[src/rtl/ccu_mplier_seq_if.sv]
// Signal bundle between the multiplier digit sequencer and its environment
// (order decode, serial multiplier source, multiplicand-gating unit).
interface ccu_mplier_seq_if;
    logic       ev_d0;
    logic       mult_start;
    logic       mplier_in;
    logic       dx;
    logic       dx_m;
    logic       dy;
    logic       sub_m;
    logic       busy;
    logic       mult_done;
    logic [5:0] mdigit;

    // The sequencer is the initiating end towards the multiplicand gate.
    modport master (
        input  ev_d0, mult_start, mplier_in,
        output dx, dx_m, dy, sub_m, busy, mult_done, mdigit
    );

    modport slave (
        output ev_d0, mult_start, mplier_in,
        input  dx, dx_m, dy, sub_m, busy, mult_done, mdigit
    );
endinterface

[src/rtl/ccu_mplier_seq.sv]
// Multiplier digit sequencer: captures the serial multiplier, then tests one digit per minor cycle.
// Optional sign-digit correction (sub_m) is enabled by defining CCU_MPLIER_SIGN_CORRECT_EN.
module ccu_mplier_seq #(
    parameter int unsigned WORD_BITS   = 35,
    parameter int unsigned MINOR_CYCLE = 36
) (
    input  logic             clk,
    input  logic             rst,
    ccu_mplier_seq_if.master bus
);

    localparam int unsigned   CW         = (MINOR_CYCLE > 2) ? $clog2(MINOR_CYCLE) : 1;
    localparam logic [CW-1:0] LAST_DIGIT = CW'(MINOR_CYCLE - 1);
    localparam logic [CW-1:0] LAST_LOAD  = CW'(WORD_BITS - 1);
    localparam logic [5:0]    SIGN_DIGIT = 6'(WORD_BITS - 1);

    localparam logic [2:0] IDLE = 3'd0;
    localparam logic [2:0] ARM  = 3'd1;
    localparam logic [2:0] LOAD = 3'd2;
    localparam logic [2:0] TEST = 3'd3;
    localparam logic [2:0] DONE = 3'd4;

    if (WORD_BITS < 2 || WORD_BITS > MINOR_CYCLE || WORD_BITS > 64) begin : g_bad_params
        $error("ccu_mplier_seq: WORD_BITS must satisfy 2 <= WORD_BITS <= MINOR_CYCLE");
    end

    logic [2:0]           state_q, state_d;
    logic [CW-1:0]        cnt_q, cnt_d, digit;
    logic [WORD_BITS-1:0] mreg_q, mreg_d;
    logic [5:0]           mdigit_q, mdigit_d;
    logic                 dx_q, dx_d;
    logic                 dy_q, dy_d;
    logic                 done_q, done_d;
    logic                 busy_q, busy_d;
    logic                 tested_q, tested_d;
    logic                 sign_sel;

    // Digit of the current clock; ev_d0 always resynchronises the count.
    always_comb begin
        digit = bus.ev_d0 ? '0 : cnt_q;
        cnt_d = (digit == LAST_DIGIT) ? LAST_DIGIT : digit + CW'(1);
    end

    always_comb begin
        state_d  = state_q;
        mreg_d   = mreg_q;
        mdigit_d = mdigit_q;
        tested_d = tested_q;
        dx_d     = 1'b0;
        dy_d     = 1'b0;
        done_d   = 1'b0;

        case (state_q)
            IDLE: begin
                if (bus.mult_start) begin
                    state_d = ARM;
                end
            end
            ARM: begin
                // Digit 0 of the new minor cycle arrives with ev_d0 itself.
                if (bus.ev_d0) begin
                    state_d  = LOAD;
                    mreg_d   = {bus.mplier_in, mreg_q[WORD_BITS-1:1]};
                    mdigit_d = '0;
                end
            end
            LOAD: begin
                if (bus.ev_d0) begin
                    state_d  = TEST;
                    dx_d     = 1'b1;
                    tested_d = 1'b1;
                end else if (digit <= LAST_LOAD) begin
                    mreg_d = {bus.mplier_in, mreg_q[WORD_BITS-1:1]};
                end
            end
            TEST: begin
                // An early ev_d0 re-tests the same digit; dy only follows a dx that
                // completed its full minor cycle, so dx_m/dy stay paired.
                if (bus.ev_d0) begin
                    dx_d     = 1'b1;
                    tested_d = 1'b1;
                end else if (digit == LAST_DIGIT && tested_q) begin
                    dy_d     = 1'b1;
                    tested_d = 1'b0;
                    mreg_d   = mreg_q >> 1;
                    mdigit_d = mdigit_q + 6'd1;
                    if (mdigit_q == SIGN_DIGIT) begin
                        state_d = DONE;
                    end
                end
            end
            DONE: begin
                done_d   = 1'b1;
                mdigit_d = '0;
                state_d  = IDLE;
            end
            default: begin
                state_d = IDLE;
            end
        endcase

        busy_d = (state_d != IDLE) || (state_q == DONE);
    end

    always_ff @(posedge clk) begin
        if (rst) begin
            state_q  <= IDLE;
            cnt_q    <= '0;
            mreg_q   <= '0;
            mdigit_q <= '0;
            tested_q <= 1'b0;
            dx_q     <= 1'b0;
            dy_q     <= 1'b0;
            done_q   <= 1'b0;
            busy_q   <= 1'b0;
        end else begin
            state_q  <= state_d;
            cnt_q    <= cnt_d;
            mreg_q   <= mreg_d;
            mdigit_q <= mdigit_d;
            tested_q <= tested_d;
            dx_q     <= dx_d;
            dy_q     <= dy_d;
            done_q   <= done_d;
            busy_q   <= busy_d;
        end
    end

`ifdef CCU_MPLIER_SIGN_CORRECT_EN
    // The sign digit carries negative weight: subtract the multiplicand instead of adding it.
    assign sign_sel  = (mdigit_q == SIGN_DIGIT);
    assign bus.sub_m = dx_q & mreg_q[0] & sign_sel;
`else
    assign sign_sel  = 1'b0;
    assign bus.sub_m = 1'b0;
`endif

    assign bus.dx        = dx_q;
    assign bus.dx_m      = dx_q & mreg_q[0] & ~sign_sel;
    assign bus.dy        = dy_q;
    assign bus.busy      = busy_q;
    assign bus.mult_done = done_q;
    assign bus.mdigit    = mdigit_q;

    a_dxm_dy_exclusive: assert property (@(posedge clk) disable iff (rst) !(bus.dx_m && bus.dy));

endmodule

[src/flat_wrapper.sv]
// flat-port wrapper written by rule: the top's interface ports become plain ports
module ccu_mplier_seq_flat 
#(
    parameter int unsigned WORD_BITS   = 35,
    parameter int unsigned MINOR_CYCLE = 36
)
  (clk, rst, bus_ev_d0, bus_mult_start, bus_mplier_in, bus_dx, bus_dx_m, bus_dy, bus_sub_m, bus_busy, bus_mult_done, bus_mdigit);
  ccu_mplier_seq_if bus_i ();
  input  logic clk;
  input  logic rst;
  input wire logic [$bits(bus_i.ev_d0)-1:0] bus_ev_d0;
  input wire logic [$bits(bus_i.mult_start)-1:0] bus_mult_start;
  input wire logic [$bits(bus_i.mplier_in)-1:0] bus_mplier_in;
  output wire logic [$bits(bus_i.dx)-1:0] bus_dx;
  output wire logic [$bits(bus_i.dx_m)-1:0] bus_dx_m;
  output wire logic [$bits(bus_i.dy)-1:0] bus_dy;
  output wire logic [$bits(bus_i.sub_m)-1:0] bus_sub_m;
  output wire logic [$bits(bus_i.busy)-1:0] bus_busy;
  output wire logic [$bits(bus_i.mult_done)-1:0] bus_mult_done;
  output wire logic [$bits(bus_i.mdigit)-1:0] bus_mdigit;
  assign bus_i.ev_d0 = bus_ev_d0;
  assign bus_i.mult_start = bus_mult_start;
  assign bus_i.mplier_in = bus_mplier_in;
  assign bus_dx = bus_i.dx;
  assign bus_dx_m = bus_i.dx_m;
  assign bus_dy = bus_i.dy;
  assign bus_sub_m = bus_i.sub_m;
  assign bus_busy = bus_i.busy;
  assign bus_mult_done = bus_i.mult_done;
  assign bus_mdigit = bus_i.mdigit;
  ccu_mplier_seq #(.WORD_BITS(WORD_BITS), .MINOR_CYCLE(MINOR_CYCLE)) u_core (.clk(clk), .rst(rst), .bus(bus_i));
endmodule
[config.mk]
export PLATFORM = sky130hd
export DESIGN_NAME = ccu_mplier_seq_flat
export DESIGN_NICKNAME = d
export VERILOG_FILES = /design/src/rtl/ccu_mplier_seq_if.sv /design/src/rtl/ccu_mplier_seq.sv /design/src/flat_wrapper.sv
export SDC_FILE = /design/constraint.sdc
export NUM_CORES = 1
export LEC_CHECK = 0
export ABC_AREA = 1
export ABC_CLOCK_PERIOD_IN_PS = 2740
export BUFFER_PORTS_ARGS = -buffer_cell sky130_fd_sc_hd__buf_2
export CAP_MARGIN = 15
export CELL_PAD_IN_SITES_DETAIL_PLACEMENT = 2
export CELL_PAD_IN_SITES_GLOBAL_PLACEMENT = 2
export CORE_ASPECT_RATIO = 0.8
export CORE_MARGIN = 1.5
export CORE_UTILIZATION = 36
export DETAILED_ROUTE_END_ITERATION = 16
export PLACE_DENSITY_LB_ADDON = 0.1
export SLEW_MARGIN = 20
export SYNTH_ARGS = -nofsm -noshare
export SYNTH_HDL_FRONTEND = slang
export SYNTH_SLANG_ARGS = --single-unit
[constraint.sdc]
create_clock -name clk -period 2.74 [get_ports clk]
set_input_delay 0.411 -clock clk [delete_from_list [all_inputs] [get_ports clk]]
set_output_delay 0.411 -clock clk [all_outputs]
set_load 0.05 [all_outputs]
# Yosys cells after proc, flatten, opt, wreduce, memory -nomap -nowiden
# Cells that the tools add are included.
# totals
ff_bits,55
out_inout_bits,12
word_cells,69
input_bits,5
# classes
muxes,26
n_eq_ne,13
n_reduce_logical,14
addsub,2
bitwise_logic,3
magnitude_cmp,1
# ops
operator,n
2-to-1 mux 35 bit,5
case mux 35 bit (3 select lines),1
2-to-1 mux 6 bit,5
2-to-1 mux 3 bit,6
case mux 6 bit (3 select lines),1
"adder 6 x 1 -> 6 bit, second input constant",2
"equality test 6 bit, second input constant",2
case mux 3 bit (4 select lines),1
nonzero test 3 bit,3
"!= test 2 bit, second input constant",4
"equality test 3 x 2 -> 1 bit, second input constant",2
"<= comparator 6 bit, second input constant",1
2-to-1 mux 1 bit,6
AND reduction 6 bit,1
OR reduction 2 bit,3
"!= test 2 x 1 -> 1 bit, second input constant",2
AND reduction 4 bit,1
"equality test 3 x 1 -> 1 bit, second input constant",1
"equality test 3 bit, second input constant",1
logical NOT 3 bit,1
"!= test 3 x 2 -> 1 bit, second input constant",1
AND reduction 3 bit,1
OR reduction 3 bit,1
NOT 1 bit,2
5 further kinds,5

# Depth between registers and ports, before layout
# logic_depth
depth_word,8
ltp_mapped,12
ltp_nobuf,12

# Worst setup path after synthesis
# No wires, ideal clock.
# synth_timing
path_type,input-to-reg
from,input port bus_ev_d0
to,register u_core.mreg_q[16]
setup_ps,113
arrival_ps,1597
path_slack_ps,1031
required_ps,2627
stages,8
n_path_buf,1
cell_sequence,nor2_1 -> ha_1 -> nand4_2 -> nand2_2 -> clkbuf_1 -> nand4_1 -> nand2_1 -> nor2_1
# synth_between
elab_chain_cells,5
elab_cells_between_ends,10
classes_between,order compare (1); eq/ne (6); mux (1); reduce/logical (2)
# synth_rtl
item,line,source
"start, declared",flat_wrapper.sv:11,input wire logic [$bits(bus_i.ev_d0)-1:0] bus_ev_d0;
"parallel branches: the longest is 4 deep, another holds <= comparator 6 bit",-,
AND reduction 6 bit (no source line) *,-,
"end signal, assigned",ccu_mplier_seq.sv:119,mreg_q <= mreg_d;
"end, declared",ccu_mplier_seq.sv:29,"logic [WORD_BITS-1:0] mreg_q, mreg_d;"
# Every way passes the cells marked *.
# A chain may end at the register's enable or synchronous reset.

# Worst setup path after layout
# layout_timing
from,register u_core.cnt_q[0]
to,register u_core.mreg_q[8]
# layout_between
elab_chain_cells,5
elab_cells_between_ends,7
classes_between,order compare (1); eq/ne (3); mux (1); reduce/logical (2)
# layout_rtl
item,line,source
"start, declared",ccu_mplier_seq.sv:28,"logic [CW-1:0] cnt_q, cnt_d, digit;"
"start signal, assigned",ccu_mplier_seq.sv:118,cnt_q <= cnt_d;
2-to-1 mux 6 bit *,ccu_mplier_seq.sv:40,digit = bus.ev_d0 ? '0 : cnt_q;
"parallel branches: the longest is 3 deep, another holds <= comparator 6 bit",-,
AND reduction 6 bit (no source line) *,-,
# Marked as above.

==> impl_results.md <==
- Critical path buffers and inverters: 1
- Max incr delay on CP: 0.44 ns
- Post-Syn Area: 2675 sq um
- CTS Buf Count: 5
- Drt initial violations: 85
- Status: complete, no violations
- Worst hold path cell count: 2
- Router iterations before antenna repair: 4
- Avg Cell Area, Syn: 6.842 sq um
- CTS sink count: 55
- Ys Warns: 0
- PostCTS Resize Cnt: 0
- Slowest CP cell: nor2_8
- Number of port buffers: 15
- Multi-input logic area: 1249 sq um
- Reg2reg start: u_core.cnt_q[0]$_SDFF_PP0_
- First-pass GRT wire length: 12470 microns
- Netlist cell types: 30
- Area Overhead vs Synth: 7.577%
- Total of max-cap violations: 0
- Share of cells above drive strength 1: 11.25%
- Cells taking the most area after synthesis: dfxtp_1 41%, nor2_1 13%, nand2_1 10%, nand4_1 9.6%, inv_1 7.4%
- Final setup violation count: 0
- Antenna fix cells: 0
- Crit-path max FO: 35
- Chip width: 99.38 microns
- Post-CTS Setup Bufs: 0
- Top cell type by total area after synthesis: dfxtp_1
- Hold buffers post-CTS: 0
- DR vias: 2505
- Core Area: 7027 sq um
- IR drop worst, VDD: 214.3 uV
- Die Height: 80.10 microns
- Reg2Reg Depth: 9
- Setup TNS: 0 ns
- R2R Setup Slk: 0.58 ns
- Cell Chain, Critical Path: inv_1 -> nor2_1 -> ha_1 -> nand4_2 -> nand2_2 -> nand2_2 -> nor2_8 -> nor2_1 -> nor2_1
- Crit end category: register
- DR vias/cell: 5.144
- Worst Path Required: 3.00 ns
- Largest net degree at the start of global routing: 36
- Worst R2R End: u_core.mreg_q[8]$_SDFFE_PP0P_
- Critical Path Source Type: register
- Hold EP: u_core.bus.dy$_SDFF_PP0_
- Layout Skew: 0.005483 ns
- Synth top area share: 41.16%
- Nets: 408
- Routability Congestion: 0.8201
- FF+latch count, synth: 55
- DRC Markers: 0
- Period Utilization, post-route: 78.98%
- CP top delay family: simple AND/OR/NAND/NOR gates
- Kind of critical path: register to register
- Final WL: 7064 microns
- Initial Util: 38.07%
- PD cells: 753.2 nW/um^2
- Dpl hpwl: 5040 microns
- I/O pins: 17
- Syn Inst Count: 391
- Worst hold path class: input port to register
- CTS root buffer: clkbuf_8
- CP most frequent cell: nor2_1
- Leakage power: 0.001306 uW
- Post-synthesis sequential area ratio: 41.16%
- Slew HR: 65.48%
- H-tree depth: 2
- Worst-Skew Late Latency: 0.31 ns
- CTS tree: yes
- Slew @ Worst Pin: 0.5173 ns
- FP Rows: 27
- GR Overflow Total: 0
- Hold Startpoint: bus_ev_d0
- Die ar.: 7960 sq um
- Final hold slack: 0.3737 ns
- Hold Fails Final Rpt: 0
- Antenna violations before repair: 0
- Storage cell area: 1101 sq um
- Max-slew violations: 0
- Max Clk Rate: 462.1 MHz
- Fillers: 871
- Clk slew on worst S/H paths: 0.10 ns
- Vias in the first global route: 2706
- Final min period: 2.164 ns
- Total GRT Usage: 19.58%
- RSZ-0062 raised after global routing: no
- Max Root-Sink Buffers: 2
- Wire per inst: 14.51 microns
- Post-synthesis net count: 400
- Critical Path AT: 2.43 ns
- Antenna viol nets, final: 0
[cell type report]
class / count / share of cell area (%)
multi-input cells: 259 / 43.39
flip-flops and latches: 55 / 38.26
inverters: 57 / 7.435
repair buffers: 21 / 4.174
well taps: 87 / 3.783
clock buffers: 6 / 2.522
clock inverters: 2 / 0.4348
[worst max path at each step]
stage                               startpoint                        endpoint  depth (start not counted)
floorplan                            bus_ev_d0  u_core.mreg_q[16]$_SDFFE_PP0P_                          8
global placement                     bus_ev_d0  u_core.mreg_q[24]$_SDFFE_PP0P_                          9
detailed placement                   bus_ev_d0  u_core.mreg_q[32]$_SDFFE_PP0P_                          9
CTS                 u_core.cnt_q[0]$_SDFF_PP0_  u_core.mreg_q[32]$_SDFFE_PP0P_                          9
global route        u_core.cnt_q[0]$_SDFF_PP0_   u_core.mreg_q[6]$_SDFFE_PP0P_                          9
finish              u_core.cnt_q[0]$_SDFF_PP0_   u_core.mreg_q[8]$_SDFFE_PP0P_                          9
[cells by family after synthesis]
kind of cell | after synthesis | share of synthesized area [%]
DFF | 55 | 41.16
AOI/OAI and AO/OA | 13 | 2.573
xor gates and xnor gates | 7 | 2.292
and+or+nand+nor | 234 | 39.80
adders and majority gates | 4 | 1.871
other | 1 | 0.1402
buffers and inverters | 77 | 12.16
[per-stage QoR]
stage          worst slack [ns]  util (%)  std cells  power, uW  cell area (sq um)
2_1_floorplan             1.031         -        391       1597               2675
3_3_place_gp             0.4207     39.74        479       1692               2793
3_5_place_dp             0.3283     39.74        479       1744               2793
4_1_cts                  0.5395     40.95        487       2207               2878
5_1_grt                  0.2912     40.95        487       2350               2878
6_report                 0.5761     40.95        487       2168               2878
[flip-flops by register name, summed over array words and instances, names as in the netlist]
| register | flops |
|---|---|
| u_core.bus.dy | 1 |
| u_core.cnt_q | 6 |
| u_core.tested_q | 1 |
| u_core.mreg_q | 35 |
| u_core.bus.busy | 1 |
| u_core.state_q | 3 |
| u_core.bus.dx | 1 |
| u_core.bus.mult_done | 1 |
| u_core.bus.mdigit | 6 |
[Yosys cell counts]
library cell  number
xor2_1             6
conb_1             1
nand2_1           74
clkbuf_1           8
a21oi_2            1
nor2_1            95
o21ai_0            2
nor3_1             1
nand3b_1           1
nand4_2            2
ha_1               4
nand4_1           41
xnor2_1            1
buf_1              5
nor2_4             1
or2_2              2
nor2_8             1
nand3_1            9
buf_2              2
buf_6              4
buf_4              1
a21oi_1            8
inv_1             53
nand3_2            1
nor4_1             1
nor2_2             2
dfxtp_1           55
inv_2              4
nand2_2            3
o21ai_1            2
[report_power, final]
| group | internal [uW] | switching, uW | leakage, uW | total (uW) |
|---|---|---|---|---|
| clock network | 180 | 277 | 0.0000412 | 457 |
| logic | 232 | 440 | 0.000814 | 672 |
| registers | 956 | 82.8 | 0.000451 | 1040 |
| total | 1370 | 800 | 0.00131 | 2170 |
[cell usage in the layout (no fill, tap or decap), types with 5 or more instances in the layout]
cell type / count
nand2_1: 74
nand4_1: 41
xor2_1: 6
buf_2: 15
clkbuf_8: 5
nand3_1: 9
nor2_1: 95
inv_1: 53
a21oi_1: 8
dfxtp_1: 55
buf_4: 6
[worst register-to-register path: cells and delay by family (launching register included)]
family	cells	cell delay [ns]
flops	1	0.33
fa+ha+maj	1	0.30
simple gates	7	1.44
buf+inv	1	0.05
[layer usage]
metal  vias up  track usage [%]  wire [microns]
met1      1235            24.92            3439
met3         9            3.133             200
met4         0            5.352              77
met2        28            34.52            3347
li1       1233                -               -
met5         -                0               0
Power figures use the tool's default switching activity.
